**src/rtl/pipeline_ctrl.sv**
```systemverilog
// pipeline_ctrl: fetch/IF-ID/ID-EX sequencing controller.
// Starts/halts fetch, inserts load-use bubbles, and holds a PC redirect
// until fetch acknowledges it, then flushes the wrong-path instructions.
module pipeline_ctrl #(
  parameter int unsigned PC_WIDTH     = 32,
  parameter int unsigned FLUSH_CYCLES = 2,
  parameter int unsigned CNT_WIDTH    = 8
) (
  input  logic                 c_clk,
  input  logic                 c_rst,
  input  logic                 c_i_start,
  input  logic                 c_i_halt,
  input  logic                 c_i_hazard,
  input  logic                 c_i_branch,
  input  logic [PC_WIDTH-1:0]  c_i_target,
  input  logic                 c_i_fetch_ce,
  output logic                 c_o_fetch_ce,
  output logic                 c_o_change_pc,
  output logic [PC_WIDTH-1:0]  c_o_pc,
  output logic                 c_o_stall_ifid,
  output logic                 c_o_flush_ifid,
  output logic                 c_o_flush_idex,
  output logic                 c_o_busy,
  output logic [CNT_WIDTH-1:0] c_o_redirects
);

  localparam int unsigned FCW = (FLUSH_CYCLES > 1) ? $clog2(FLUSH_CYCLES) : 1;

  typedef enum logic [2:0] {
    IDLE     = 3'd0,
    RUN      = 3'd1,
    STALL    = 3'd2,
    REDIRECT = 3'd3,
    FLUSH    = 3'd4,
    HALT     = 3'd5
  } state_t;

  state_t         state, state_nxt;
  logic [FCW-1:0] flush_cnt, flush_cnt_nxt;
  logic           accept;

  logic fetch_ce_d, change_pc_d, stall_ifid_d, flush_ifid_d, flush_idex_d, busy_d;

  // State and flush-counter register
  always_ff @(posedge c_clk or negedge c_rst) begin
    if (!c_rst) begin
      state     <= IDLE;
      flush_cnt <= '0;
    end else begin
      state     <= state_nxt;
      flush_cnt <= flush_cnt_nxt;
    end
  end

  // Next-state logic; branch always wins where it is honoured
  always_comb begin
    state_nxt     = state;
    flush_cnt_nxt = flush_cnt;
    accept        = 1'b0;
    unique case (state)
      IDLE: begin
        if (c_i_start) state_nxt = RUN;
      end
      RUN: begin
        if (c_i_branch) begin
          state_nxt = REDIRECT;
          accept    = 1'b1;
        end else if (c_i_hazard) begin
          state_nxt = STALL;
        end else if (c_i_halt) begin
          state_nxt = HALT;
        end
      end
      STALL: begin
        if (c_i_branch) begin
          state_nxt = REDIRECT;
          accept    = 1'b1;
        end else if (!c_i_hazard) begin
          state_nxt = RUN;
        end
      end
      REDIRECT: begin
        if (c_i_branch) begin
          accept = 1'b1;
        end else if (c_i_fetch_ce) begin
          state_nxt     = FLUSH;
          flush_cnt_nxt = FCW'(FLUSH_CYCLES - 1);
        end
      end
      FLUSH: begin
        if (c_i_branch) begin
          state_nxt = REDIRECT;
          accept    = 1'b1;
        end else if (flush_cnt == '0) begin
          state_nxt = RUN;
        end else begin
          flush_cnt_nxt = flush_cnt - FCW'(1);
        end
      end
      HALT: begin
        if (c_i_start) state_nxt = RUN;
      end
      default: state_nxt = IDLE;
    endcase
  end

  // Output decode from the next state so outputs are ready one cycle after the request edge
  always_comb begin
    fetch_ce_d   = 1'b0;
    change_pc_d  = 1'b0;
    stall_ifid_d = 1'b0;
    flush_ifid_d = 1'b0;
    flush_idex_d = 1'b0;
    busy_d       = 1'b0;
    unique case (state_nxt)
      RUN: begin
        fetch_ce_d = 1'b1;
        busy_d     = 1'b1;
      end
      STALL: begin
        stall_ifid_d = 1'b1;
        flush_idex_d = 1'b1;
        busy_d       = 1'b1;
      end
      REDIRECT: begin
        fetch_ce_d   = 1'b1;
        change_pc_d  = 1'b1;
        flush_ifid_d = 1'b1;
        flush_idex_d = 1'b1;
        busy_d       = 1'b1;
      end
      FLUSH: begin
        fetch_ce_d   = 1'b1;
        flush_ifid_d = 1'b1;
        busy_d       = 1'b1;
      end
      default: ;
    endcase
  end

  // Registered control outputs
  always_ff @(posedge c_clk or negedge c_rst) begin
    if (!c_rst) begin
      c_o_fetch_ce   <= 1'b0;
      c_o_change_pc  <= 1'b0;
      c_o_stall_ifid <= 1'b0;
      c_o_flush_ifid <= 1'b0;
      c_o_flush_idex <= 1'b0;
      c_o_busy       <= 1'b0;
    end else begin
      c_o_fetch_ce   <= fetch_ce_d;
      c_o_change_pc  <= change_pc_d;
      c_o_stall_ifid <= stall_ifid_d;
      c_o_flush_ifid <= flush_ifid_d;
      c_o_flush_idex <= flush_idex_d;
      c_o_busy       <= busy_d;
    end
  end

  // Redirect target latch and saturating redirect counter, both on accepted branches only
  always_ff @(posedge c_clk or negedge c_rst) begin
    if (!c_rst) begin
      c_o_pc        <= '0;
      c_o_redirects <= '0;
    end else if (accept) begin
      c_o_pc <= c_i_target;
      if (c_o_redirects != '1) c_o_redirects <= c_o_redirects + CNT_WIDTH'(1);
    end
  end

endmodule

```
**config.mk**
```make
export PLATFORM = sky130hd
export DESIGN_NAME = pipeline_ctrl
export DESIGN_NICKNAME = d
export VERILOG_FILES = /design/src/rtl/pipeline_ctrl.sv
export SDC_FILE = /design/constraint.sdc
export NUM_CORES = 1
export LEC_CHECK = 0
export ABC_AREA = 0
export CAP_MARGIN = 20
export CELL_PAD_IN_SITES_DETAIL_PLACEMENT = 1
export CELL_PAD_IN_SITES_GLOBAL_PLACEMENT = 1
export CORE_MARGIN = 1
export CORE_UTILIZATION = 35
export DETAILED_ROUTE_END_ITERATION = 12
export PLACE_DENSITY_LB_ADDON = 0.08
export RECOVER_POWER = 50
export SETUP_SLACK_MARGIN = 0.15
export SYNTH_ARGS = -nofsm -noshare
export SYNTH_HDL_FRONTEND = slang
export SYNTH_SLANG_ARGS = --single-unit
```
**constraint.sdc**
```tcl
create_clock -name c_clk -period 2.5 [get_ports c_clk]
set_clock_uncertainty 0.2 [all_clocks]
set_input_delay 0.5 -clock c_clk [delete_from_list [all_inputs] [get_ports c_clk]]
set_output_delay 0.5 -clock c_clk [all_outputs]
set_load 0.05 [all_outputs]
```
==> metrics, run 1 <==
Crit path largest cell delay 0.54 ns; CTS Buffer Depth 2; TritonCTS buffer count 5; Post-Synth Simple-Gate Area slightly below 10%; clock latency at the later pin of the worst-skew pair 0.30 ns; Final HPWL DP 4160 um; via count about 1600; clock sink total 50; GRT Util Overall between 15 and 20%; Avg Cell Area, Syn approximately 15 um^2; top_reg_cell synth dfrtp_1; core area approximately 0.006 mm^2; placed cell count between 300 and 400; failing checks capacitance limit, slew limit; top cells by area, synth dfrtp_1 (55%), mux2_4 (18%), mux2_2 (3.0%); Starting Density a little under two fifths; fmax 0.433 GHz; Area growth syn-to-layout 43.1%; CTS tree yes; num ports 85; max_slew headroom -3.66%; Pins Over Slew Limit 29; Ys Warns 0; Hold WC Path Type register to register; critical path cell sequence nor3_1 -> or3_2 -> buf_4 -> mux2_2; Synth Net Count 194; Worst setup SP type register; drt wl/cell ~17 um; clock transition at the registers of the reported paths 0.09 ns; actual slew at the worst max-slew pin about 1.6 ns; clk root buf clkbuf_8; Placer Congestion 0.855; non-filler cells, final around 320; mux contribution to synthesized area around 22%; htree depth 2; final hold vios 0; FF+latch count, synth 50; slowest stage cell, crit path dfrtp_1; I/O Buffers 84; largest family of logic cells by synthesized area multiplexers; initial antenna violation count 0; sequential-to-total area share from yosys stat 55.2%; Tcrit/Tclk final 92.3%; Buf+Inv Stages, Crit Path 1; outcome finished with violations; drt first-iter violations 30; xor/xnor share of the synthesized area roughly 2.3%; layout cells sized above 1 roughly 20%; Crit path required time between 2 and 3 ns; die width a little over 80 um; Nets about 290; critical path class register to register; Mapped Cells 154; Post-Route WL around 5500 um; vias in the first global route 1676; post-synthesis cell type count 41; Setup crit end kind register; Async SR Flop Fraction 100%; Vert. Die Dim 82.5 um; Hold-fix buffers, CTS 0; DRC 0; Die Footprint between 0.006 and 0.007 mm^2; Via density 4.90; fin crit period roughly 2.3 ns; CP arrival approximately 2.3 ns; Setup TNS Final 0 ns; # diodes 0; delay-heaviest family, CP simple AND/OR/NAND/NOR gates; largest net degree at the start of global routing 31; RSZ-0062 raised after global routing no; Cell Area, Synth between 0.002 and 0.0025 mm^2; share of the synthesized area in the top cell type 55.2%; Crit Path Max Fanout 30; DR pass1 iterations 4; first-pass GRT wire length ~8400 um; R2R Setup Slk about 0.19 ns; max-cap violation count 1; largest area contributor in the netlist dfrtp_1; Post-Synth Adder-Cell Area less than 1%; Post-synth EDFFs 0; setup violators final 0; Rows 28; Routed Antenna Nets 0; GRT Residual Overflow 0; fraction of the mapped netlist area in compound gates around 6.0%
## logic make-up (layout without fill, tap and decap cells)
family | count (synthesis) | after routing
adders and majority gates | 1 | 1
and+or+nand+nor | 35 | 35
xor gates and xnor gates | 6 | 6
AOI/OAI and AO/OA | 14 | 14
DFF | 50 | 50
muxes | 36 | 36
buffers and inverters | 12 | 107
## worst paths after layout
path	to	depth (start not counted)	from
setup / recovery	c_o_pc[26]	4	state[0]
hold / removal	c_o_pc[6]	1	c_o_pc[6]
setup reg to reg	c_o_pc[26]	4	state[0]
hold reg to reg	c_o_pc[6]	1	c_o_pc[6]
max in group asynchronous	c_o_pc[14]	2	c_rst
min in group asynchronous	c_o_pc[16]	1	c_rst
## stage by stage
| step | worst slack (ns) | hold WS, ns | util, % | area [um^2] |
|---|---|---|---|---|
| floorplan | 0.160 | 0.00441 | - | 2270 |
| global placement | 0.0894 | 0.288 | 52.8 | 3220 |
| detailed placement | 0.0175 | 0.295 | 52.8 | 3220 |
| CTS | 0.183 | 0.0352 | 54.2 | 3310 |
| global route | 0.0942 | 0.338 | 53.2 | 3240 |
| finish | 0.192 | 0.309 | 53.2 | 3240 |
## placed cells by master (no fill, tap or decap), drive strengths merged, types with 2 or more instances in the layout
master         Yosys  final
and3               3      3
and4               2      2
buf                8      7
clkbuf             0     13
clkdlybuf4s50      0     78
clkinv             0      2
dfrtp             50     50
dlygate4sd3        0      3
inv                4      4
mux2              34     34
mux2i              2      2
nand2              6      6
nand2b             3      3
nand3              2      2
nand3b             3      3
nor2               7      7
nor3               2      2
nor3b              2      2
o21a               2      2
o21ai              2      2
o32ai              2      2
xnor2              5      5
## Yosys cell counts, types with 2 or more instances
cell / instances
nand3b_1: 3
nand2b_1: 3
buf_4: 2
nor3_1: 2
and3_1: 3
nand3_1: 2
o21ai_0: 2
o21a_1: 2
nor2_1: 7
mux2_4: 27
buf_6: 3
nor3b_1: 2
dfrtp_1: 50
nand2_1: 6
mux2i_1: 2
mux2_2: 6
xnor2_1: 5
buf_2: 2
inv_1: 3
## flip-flops by register name, summed over array words and instances, names as in the netlist
signal and count:
c_o_stall_ifid 1, c_o_fetch_ce 1, c_o_redirects 8, c_o_busy 1, c_o_change_pc 1, c_o_flush_ifid 1
state 3, c_o_pc 32, flush_cnt 1, c_o_flush_idex 1
## per-layer routing
metal | GRT usage [%] | vias up | routed length (um)
met3 | 5.16 | 5 | 381
met2 | 30.2 | 55 | 2870
met1 | 20.5 | 796 | 2240
met5 | 0 | - | 0
li1 | - | 732 | -
met4 | 4.21 | 0 | 48
## area by class of cell
class | instances | area, um^2
Clock buffer | 6 | 72.6
Clock inverter | 2 | 13.8
Fill cell | 635 | 2850
Inverter | 4 | 15.0
Multi-Input combinational cell | 92 | 906
Sequential cell | 50 | 1250
Tap cell | 75 | 93.8
Timing Repair Buffer | 95 | 892
## what timing repair did
item | in CTS | in global routing
gates resized for setup | 0 | 2
setup buffers | 0 | 0
setup endpoints to repair | 0 | 2
hold endpoints to repair | 0 | 0
Power of run 1 is not shown: default switching activity piles up to over one toggle a cycle in this logic, so the estimate is an artifact.
==> run 2, diff against run 1 <==
--- a/config.mk
+++ b/config.mk
@@ -10,7 +10,7 @@
 export CELL_PAD_IN_SITES_DETAIL_PLACEMENT = 1
 export CELL_PAD_IN_SITES_GLOBAL_PLACEMENT = 1
 export CORE_MARGIN = 1
-export CORE_UTILIZATION = 35
+export CORE_UTILIZATION = 30
 export DETAILED_ROUTE_END_ITERATION = 12
 export PLACE_DENSITY_LB_ADDON = 0.08
 export RECOVER_POWER = 50
==> run 2 against run 1 <==
  * The flow now finishes without violations
  * Global-route usage down 2.9 points
  * Worst setup slack got worse by 0.00082 ns
  * Register-to-register slack improved by 0.15 ns
  * Maximum frequency barely moved
  * Critical path depth up 2
  * Core utilization fell by 7.9 points
  * Wire length fell by 5.4%
==> metrics, run 2 (synthesis gave the netlist of run 1 again) <==
outcome finished clean; reg2reg end c_o_redirects[4]; final hold vios 0 (unchanged); GR Util met2 23.4% (-6.8 points); num ports 85 (unchanged); Final HPWL DP 3840 um (-7.7%); # diodes 0 (unchanged); Hold WS 0.311 ns (+0.00148 ns); Crit path required time 2.48 ns (-0.02 ns); I/O Buffers 84 (unchanged); Area growth syn-to-layout 45.9%; largest net degree at the start of global routing 36 (+16%); Placer Congestion 0.884 (+3.4%); critical path class input pin to register; max reg flops 32 (unchanged); r2r startpoint state[1]; TritonCTS buffer count 5 (unchanged); DRC 0 (unchanged); core area 0.00729 mm^2 (+20%); crit path capture c_o_flush_ifid; max_slew headroom 10.3% (+14 points); setup bufs post-CTS 0 (unchanged); die width 88.9 um (+7.8%); layout cells sized above 1 21.5% (+1.1 points); DP Worst Slack 0.000524 ns (-0.0169 ns); Crit Path Max Fanout 6 (-80%); initial antenna violation count 0 (unchanged); Starting Density 31.1% (-6.1 points); GRT Util Overall 14.3% (-2.9 points); CP arrival 2.29 ns (about the same); max-cap violation count 0 (-1); Post-Route WL 5240 um (-5.4%); Hold WC Path Type register to register; commonest non-fill, non-tap cells in the layout clkdlybuf4s50_1 (71), dfrtp_1 (50), mux2_4 (27); clock sink total 50 (unchanged); first-pass GRT wire length 8400 um (about the same); Setup TNS Final 0 ns (unchanged); most common cell after layout, fill and taps aside clkdlybuf4s50_1; via count 1566 (-1.4%); actual slew at the worst max-slew pin 1.35 ns (-0.209 ns); drt wl/cell 15.2 um (-11%); vias in the first global route 1648 (-1.7%); GR Util met3 3.79% (-1.4 points); htree depth 2 (unchanged); GRT Residual Overflow 0 (unchanged); clock latency at the later pin of the worst-skew pair 0.30 ns (about the same); Final WS setup 0.191 ns (-0.000820 ns); Via density 4.54 (-7.4%); DR pass1 iterations 4 (unchanged); R2R Setup Slk 0.34 ns (+0.15 ns); Pins Over Slew Limit 0 (-100%); CTS tree yes; fmax 0.433 GHz (about the same); Routed Antenna Nets 0 (unchanged); Tcrit/Tclk final 92.4% (about the same); Setup crit end kind register; clock transition at the registers of the reported paths 0.09 ns (about the same); fin crit period 2.31 ns (+0.000820 ns); CTS Buffer Depth 2 (unchanged); RSZ-0062 raised after global routing no; Worst R2R Path Depth 5 (+1); clk root buf clkbuf_8; GR peak layer met2; met1 Usage GRT 18.6% (-1.9 points); crit path from c_i_branch; setup violators final 0 (unchanged); Die Footprint 0.00791 mm^2 (+16%); register bank with the most flops c_o_pc; Nets 285 (-1.0%); Vert. Die Dim 88.9 um (+7.8%); drt first-iter violations 51 (+70%); Worst setup SP type input pin; Rows 31 (+11%); biggest registers after layout c_o_pc: 32 flops, c_o_redirects: 8 flops, state: 3 flops
run 2: cell types whose count changed in the layout (fill, tap and decap cells not counted), sizes merged:
cell           change
dlygate4sd3        +8
buf                -3
clkbuf             -2
clkinvlp           +1
clkdlybuf4s50      -7
run 2: worst max-delay path, stage by stage:
cell and delay [ns]:
dlygate4sd3_1 0.58, clkbuf_1 0.28, nor3b_1 0.12, o32a_1 0.39, inv_2 0.08, mux2_1 0.33
run 2: final cells by class:
type / count / area, um^2
fillers: 790 / 3990
flip-flops and latches: 50 / 1250
multi-input cells: 92 / 928
repair buffers: 92 / 898
well taps: 99 / 124
clock buffers: 5 / 68.8
clock inverters: 3 / 21.3
inverters: 4 / 15.0
run 2: how the worst min path moves through the flow:
stage                     startpoint    endpoint  slack, ns  depth (start not counted)
after floorplan                c_rst    c_o_busy      0.004                          0
after global placement    c_o_pc[26]  c_o_pc[26]       0.29                          1
after detailed placement  c_o_pc[23]  c_o_pc[23]       0.29                          1
after CTS                 c_o_pc[25]  c_o_pc[25]       0.32                          1
after global routing      c_o_pc[18]  c_o_pc[18]       0.33                          1
final                     c_o_pc[24]  c_o_pc[24]       0.31                          1
run 2: per-layer routing:
| layer | vias up | wire (um) | part of all wire [%] |
|---|---|---|---|
| li1 | 730 | - | - |
| met1 | 778 | 2250 | 43 |
| met2 | 54 | 2650 | 51 |
| met3 | 4 | 293 | 5.6 |
| met4 | 0 | 46 | 0.88 |
| met5 | - | 0 | 0 |
run 2: what timing repair did:
action                     CTS  global route
setup endpoints to repair    0             2
resized for setup            0             2
hold endpoints to repair    23             0
hold buffers                 1             0
run 2: metrics by stage:
stage               utilization, %  cells  cell area (um^2)
CTS                           45.7    345              3330
finish                        45.4    345              3310
global route                  45.4    345              3310
global placement              44.3    336              3230
detailed placement            44.3    336              3230
floorplan                        -    154              2270
Power of run 2 is left out for the same reason.
